**src/rtl/trace_pkg.sv**
```systemverilog
// Shared types and constants for the pipeline trace buffer.
// Latency: n/a (types only).
// Backpressure: n/a.
package trace_pkg;

  typedef enum logic [1:0] {
    ST_IDLE  = 2'd0,
    ST_ARMED = 2'd1,
    ST_POST  = 2'd2,
    ST_DONE  = 2'd3
  } state_t;

  localparam int TS_W = 32;

endpackage

```
**src/rtl/trace_ram.sv**
```systemverilog
// Simple dual-port trace storage, one write port and one read port on one clock.
// Latency: read data appears one cycle after the read address is presented.
// Backpressure: none; read port re-reads every cycle, so a held address holds the data.
module trace_ram #(
  parameter int DEPTH = 16,
  parameter int DW    = 144
) (
  input  logic                     clk,
  input  logic                     we,
  input  logic [$clog2(DEPTH)-1:0] waddr,
  input  logic [DW-1:0]            wdata,
  input  logic [$clog2(DEPTH)-1:0] raddr,
  output logic [DW-1:0]            rdata
);

  logic [DW-1:0] mem [DEPTH];

  // Write on request, registered read every cycle; contents are never reset.
  always_ff @(posedge clk) begin
    if (we) mem[waddr] <= wdata;
    rdata <= mem[raddr];
  end

endmodule

```
**src/rtl/pipe_trace_buf.sv**
```systemverilog
// Trigger-based pipeline trace buffer: circular capture, trigger + POST_N samples, oldest-first readout.
// Latency: ow_rd_valid rises one cycle after DONE is entered; one entry per cycle under sustained ready.
// Backpressure: valid/ready readout, entry held stable while not ready. Timestamps enabled by TRACE_TIMESTAMP_EN.
module pipe_trace_buf
  import trace_pkg::*;
#(
  parameter int CHANNELS = 6,
  parameter int WIDTH    = 24,
  parameter int DEPTH    = 16,
  parameter int POST_N   = 4
) (
  input  logic                          iw_clk,
  input  logic                          iw_rst_n,
  input  logic                          iw_arm,
  input  logic                          iw_cap_en,
  input  logic [CHANNELS*WIDTH-1:0]     iw_ch_data,
  input  logic [$clog2(CHANNELS)-1:0]   iw_trig_ch,
  input  logic [WIDTH-1:0]              iw_trig_val,
  output logic [1:0]                    ow_state,
  output logic [$clog2(DEPTH):0]        ow_count,
  output logic                          ow_rd_valid,
  input  logic                          iw_rd_ready,
  output logic [CHANNELS*WIDTH-1:0]     ow_rd_data,
  output logic [31:0]                   ow_rd_ts
);

  localparam int AW   = $clog2(DEPTH);
  localparam int CW   = AW + 1;
  localparam int TW   = $clog2(CHANNELS);
  localparam int DW_D = CHANNELS * WIDTH;
`ifdef TRACE_TIMESTAMP_EN
  localparam int DW   = DW_D + TS_W;
`else
  localparam int DW   = DW_D;
`endif
  localparam logic [CW-1:0] FULL      = CW'(DEPTH);
  localparam logic [AW-1:0] POST_INIT = AW'(POST_N);

  state_t        state, state_nxt;
  logic [AW-1:0] wr_ptr, wr_ptr_nxt;
  logic [CW-1:0] count, count_nxt;
  logic [AW-1:0] post_cnt, post_nxt;
  logic          rd_valid, rd_valid_nxt;
  logic          wr_en;
  logic          trig_hit;
  logic          pop;
  logic [AW-1:0] rd_base;
  logic [AW-1:0] rd_addr;
  logic [DW-1:0] wr_word;
  logic [DW-1:0] rd_word;

  // Compare the selected channel; an out-of-range channel index matches nothing.
  always_comb begin
    trig_hit = 1'b0;
    for (int c = 0; c < CHANNELS; c++) begin
      if (iw_trig_ch == TW'(c) && iw_ch_data[c*WIDTH +: WIDTH] == iw_trig_val) trig_hit = 1'b1;
    end
  end

  assign pop = rd_valid & iw_rd_ready;

  // Oldest entry is always wr_ptr - count since the buffer is frozen during readout;
  // on a pop fetch the following entry so the next one is ready without a bubble.
  assign rd_base = wr_ptr - count[AW-1:0];
  assign rd_addr = pop ? rd_base + 1'b1 : rd_base;

  // Next-state and datapath control for capture, trigger, post-capture and drain.
  always_comb begin
    state_nxt    = state;
    wr_ptr_nxt   = wr_ptr;
    count_nxt    = count;
    post_nxt     = post_cnt;
    rd_valid_nxt = 1'b0;
    wr_en        = 1'b0;
    if (iw_arm) begin
      state_nxt  = ST_ARMED;
      wr_ptr_nxt = '0;
      count_nxt  = '0;
      post_nxt   = '0;
    end else begin
      case (state)
        ST_ARMED, ST_POST: begin
          if (iw_cap_en) begin
            wr_en      = 1'b1;
            wr_ptr_nxt = wr_ptr + 1'b1;
            if (count != FULL) count_nxt = count + 1'b1;
            if (state == ST_ARMED) begin
              if (trig_hit) begin
                if (POST_N == 0) begin
                  state_nxt = ST_DONE;
                end else begin
                  state_nxt = ST_POST;
                  post_nxt  = POST_INIT;
                end
              end
            end else begin
              post_nxt = post_cnt - 1'b1;
              if (post_cnt == AW'(1)) state_nxt = ST_DONE;
            end
          end
        end
        ST_DONE: begin
          if (pop) count_nxt = count - 1'b1;
          rd_valid_nxt = (count_nxt != '0);
          if (count_nxt == '0) state_nxt = ST_IDLE;
        end
        default: ;
      endcase
    end
  end

  // Control state registers.
  always_ff @(posedge iw_clk or negedge iw_rst_n) begin
    if (!iw_rst_n) begin
      state    <= ST_IDLE;
      wr_ptr   <= '0;
      count    <= '0;
      post_cnt <= '0;
      rd_valid <= 1'b0;
    end else begin
      state    <= state_nxt;
      wr_ptr   <= wr_ptr_nxt;
      count    <= count_nxt;
      post_cnt <= post_nxt;
      rd_valid <= rd_valid_nxt;
    end
  end

`ifdef TRACE_TIMESTAMP_EN
  logic [TS_W-1:0] ts_cnt;

  // Free-running cycle counter, wraps naturally.
  always_ff @(posedge iw_clk or negedge iw_rst_n) begin
    if (!iw_rst_n) ts_cnt <= '0;
    else           ts_cnt <= ts_cnt + 1'b1;
  end

  assign wr_word  = {ts_cnt, iw_ch_data};
  assign ow_rd_ts = rd_valid ? rd_word[DW-1 -: TS_W] : '0;
`else
  assign wr_word  = iw_ch_data;
  assign ow_rd_ts = '0;
`endif

  trace_ram #(
    .DEPTH (DEPTH),
    .DW    (DW)
  ) u_ram (
    .clk   (iw_clk),
    .we    (wr_en),
    .waddr (wr_ptr),
    .wdata (wr_word),
    .raddr (rd_addr),
    .rdata (rd_word)
  );

  // RAM output is not reset, so it is masked whenever no entry is being presented.
  assign ow_rd_data  = rd_valid ? rd_word[DW_D-1:0] : '0;
  assign ow_rd_valid = rd_valid;
  assign ow_count    = count;
  assign ow_state    = state;

endmodule

```
**config.mk**
```make
export PLATFORM = sky130hd
export DESIGN_NAME = pipe_trace_buf
export DESIGN_NICKNAME = d
export VERILOG_FILES = /design/src/rtl/trace_pkg.sv /design/src/rtl/trace_ram.sv /design/src/rtl/pipe_trace_buf.sv
export SDC_FILE = /design/constraint.sdc
export NUM_CORES = 2
export LEC_CHECK = 0
export BUFFER_PORTS_ARGS = -buffer_cell sky130_fd_sc_hd__buf_2
export CAP_MARGIN = 10
export CORE_ASPECT_RATIO = 0.9
export CORE_UTILIZATION = 40
export CTS_CLUSTER_SIZE = 10
export DETAILED_ROUTE_END_ITERATION = 6
export PLACE_DENSITY = 0.64
export SLEW_MARGIN = 0
export SYNTH_ARGS = -nofsm -noshare
export SYNTH_HDL_FRONTEND = slang
export SYNTH_HIERARCHICAL = 1
export SYNTH_SLANG_ARGS = --single-unit
```
**constraint.sdc**
```tcl
create_clock -name iw_clk -period 12.1 [get_ports iw_clk]
set_input_delay 0.605 -clock iw_clk [delete_from_list [all_inputs] [get_ports iw_clk]]
set_output_delay 0.605 -clock iw_clk [all_outputs]
set_load 0.02 [all_outputs]
```
==> impl_metrics.tcl <==
set metrics [dict create \
    status "finished, final reports clean" \
    place.gp.congestion 0.761 \
    path_delay_family "buffers and inverters" \
    synthCells 4337 \
    die_area_sq_um 236000 \
    wl_met3_mm 26.4 \
    synth.largest_area_cell "edfxtp_1" \
    post_cts_buffers 0 \
    overflow 0 \
    hold_end "u_ram/mem[12][72]$_DFFE_PP_" \
    p_int_uw 19900 \
    criticalPathCategory "register to register" \
    via_per_inst 5.76 \
    route.final.wire_length_mm 253 \
    final_nets 4989 \
    rr_worst_depth 11 \
    final_cell_mix "edfxtp_1 (2304), mux4_2 (536), buf_2 (327), clkbuf_16 (304), a22oi_1 (242)" \
    clkLatencyLatePin_ns 0.95 \
    fin_skew_ns 0.0558 \
    worstSetupEndpointType "register" \
    p_sw_share_pct 34.1 \
    drive_gt1_share_pct 27.5 \
    relSlewSlack_pct 20.8 \
    drc_errors 0 \
    drt-initial-drc-count 5458 \
    finalSetupViolations 0 \
    dp.final_hpwl_mm 136 \
    critical_path.slowest_cell "buf_4" \
    fin_crit_sh_pct 43.6 \
    r2r_start "wr_ptr[0]$_DFFE_PN0P_" \
    powerDensity_nw_per_um2 282 \
    worstPathArrival_ns 6.05 \
    rows 168 \
    mappedNetlistArea_sq_um 93700 \
    irDropWorstVdd_uv 412 \
    cts_root_buffer "clkbuf_16" \
    initial_utilization_pct 40.2 \
    worst_r2r_endpoint "u_ram/rdata[130]$_DFF_P_" \
    crit_buf_inv 4 \
    startpoint_type "register" \
    core-area_sq_um 233000 \
    wl_met2_mm 119 \
    leakage_uw 0.0344 \
    die_x_microns 512 \
    synth-edff-count 2304 \
    dieHeight_microns 461 \
    seq_area_sq_um 72500 \
    hold_depth 1 \
    holdCritStartpoint "iw_ch_data[72]" \
    grt_pass1_wl_mm 353 \
    synth_top_area_share_pct 73.8 \
    cap_violations 0 \
    grt_max_degree 137 \
    wl_met1_mm 99.9 \
    fmax_mhz 190 \
    area_growth_pct 14.3 \
    yosys_warnings 6 \
    path_max_fanout 136 \
    worst_pin_slew_ns 1.18 \
    synth_area_leaders "edfxtp_1 (74%), mux4_2 (13%), dfxtp_1 (3.1%), a22oi_1 (1.9%), and2_1 (0.98%)" \
    hold_viol 0 \
    ys_seq_area_share_pct 77.3 \
    grt_use_total_pct 21.3 \
    multi_input_area_sq_um 19900 \
    required_ns 12.88 \
    post_drt_wl_per_cell_microns 31.4 \
    fillers 19300 \
    vias 46500 \
    fin_ws_ns 6.83 \
    pwr-share-comb_pct 40.5 \
    finalMaxSlewViolations 0 \
    ys_async_sr_fraction_pct 0.649 \
    power_frac_clock_pct 26.0 \
    holdWs_ns 0.0637 \
    portBuffers 327 \
    dp_slack_ns 6.88 \
    final_common_cell "edfxtp_1" \
    fin_crit_ns 5.27 \
    yosys_register_bits 2464 \
    tns_ns 0 \
    clkSlewWorstSetupHoldPaths_ns 0.06 \
    ant_nets 0 \
    tritoncts "done" \
    dr.max_layer_used "met5" \
    io_pins 360 \
    htreeDepth 5 \
    antenna_found_initial 100 \
    synth_flop_cell "edfxtp_1" \
    grt_pass1_vias 46700 \
    min_path_type "input pin to register" \
    cp_cell_sequence "inv_1, ha_1, inv_1, fa_1, ha_1, mux2_8, buf_4, buf_12, mux4_2, a22oi_1, o21ai_0" \
    dr.pass1.iters 6 \
    cts_buffers 298 \
    rsz0062_at_grt "no" \
    power_switching_uw 10300 \
    clkSinkCount 2464 \
    r2r_slack_ns 6.83 \
    slowest_delay_ns 0.82 \
    synth.avg_cell_area_sq_um 21.6 \
    ctsLongestPathBuffers 4 \
    synth.distinct_cells 62 \
    seqPwrFrac_pct 33.5 \
]
area by class of cell:
type / instances / area share (%)
Tap cell: 3060 / 3.57
Clock buffer: 479 / 7.72
Inverter: 12 / 0.0420
Sequential cell: 2464 / 67.6
Timing Repair Buffer: 410 / 2.29
Antenna cell: 22 / 0.0514
Clock inverter: 11 / 0.104
Multi-Input combinational cell: 1614 / 18.6
per-stage QoR:
step | instances | power (uW) | instance area, sq um | utilization [%]
floorplan | 4368 | 19200 | 93900 | -
global placement | 7559 | 22600 | 98700 | 42.4
detailed placement | 7559 | 22600 | 98700 | 42.4
CTS | 8050 | 30500 | 107000 | 46.0
global route | 8058 | 31500 | 107000 | 46.0
finish | 8072 | 30200 | 107000 | 46.0
power by group through the flow:
stage          sequential, uW  combinational, uW  clock (uW)
2_1_floorplan           10200               9050           0
3_3_place_gp            10300              12300           0
3_5_place_dp            10300              12300           0
4_1_cts                 10100              12300        8000
5_1_grt                 10200              13000        8320
6_report                10100              12200        7860
sequential cells by signal, indices dropped and copies added, names as in the netlist:
register / flops
ow_state: 2
u_ram/rdata: 144
wr_ptr: 4
u_ram/mem: 2304
ow_rd_valid: 1
post_cnt: 4
ow_count: 5
how the worst max path moves through the flow:
| stage | slack (ns) | cells after the start | start | endpoint |
|---|---|---|---|---|
| 6_report | 6.83 | 11 | wr_ptr[0]$_DFFE_PN0P_ | u_ram/rdata[130]$_DFF_P_ |
| 5_1_grt | 6.61 | 10 | wr_ptr[0]$_DFFE_PN0P_ | u_ram/rdata[38]$_DFF_P_ |
| 4_1_cts | 6.85 | 13 | wr_ptr[0]$_DFFE_PN0P_ | u_ram/rdata[118]$_DFF_P_ |
| 3_5_place_dp | 6.88 | 13 | wr_ptr[0]$_DFFE_PN0P_ | u_ram/rdata[120]$_DFF_P_ |
| 3_3_place_gp | 6.95 | 13 | wr_ptr[0]$_DFFE_PN0P_ | u_ram/rdata[99]$_DFF_P_ |
| 2_1_floorplan | 0.04 | 7 | ow_state[1]$_DFFE_PN0P_ | u_ram/mem[4][0]$_DFFE_PP_ |
synthesized netlist by cell type, drive strengths merged, types with 2 or more instances:
cell,instances
ha,12
nor4b,2
mux2,77
o21ai,26
mux2i,28
a21oi,14
xor2,104
nor3,15
a221oi,16
and2,148
o2bb2ai,3
mux4,536
clkbuf,107
nand4,16
edfxtp,2304
dfxtp,144
xnor2,51
nor2,28
dfrtp,16
nor2b,31
buf,171
nor3b,2
nand3b,2
or2b,2
o22a,6
nand2,117
nor4,30
nand3,12
nand2b,20
inv,12
o221ai,25
a22oi,242
cell families after synthesis:
logic type               Yosys count  synth area share [%]
adder cells (fa/ha/maj)           13                 0.182
XOR/XNOR                         155                  1.46
AND/OR/NAND/NOR                  432                  2.50
other                              1               0.00400
AO/OA/AOI/OAI                    341                  2.70
buffers and inverters            290                  1.74
flip-flops                      2464                  77.3
multiplexers                     641                  14.1
metal layers:
layer	track usage, %	vias to the layer above
li1	-	18800
met1	28.5	24800
met2	33.5	2316
met3	6.52	489
met4	6.41	60
met5	0.388	-
what timing repair did:
item,in CTS,in global routing
hold buffers,1,0
resized for setup,0,0
hold endpoints to repair,16,0
No activity file was read; power rests on OpenSTA's default activity.
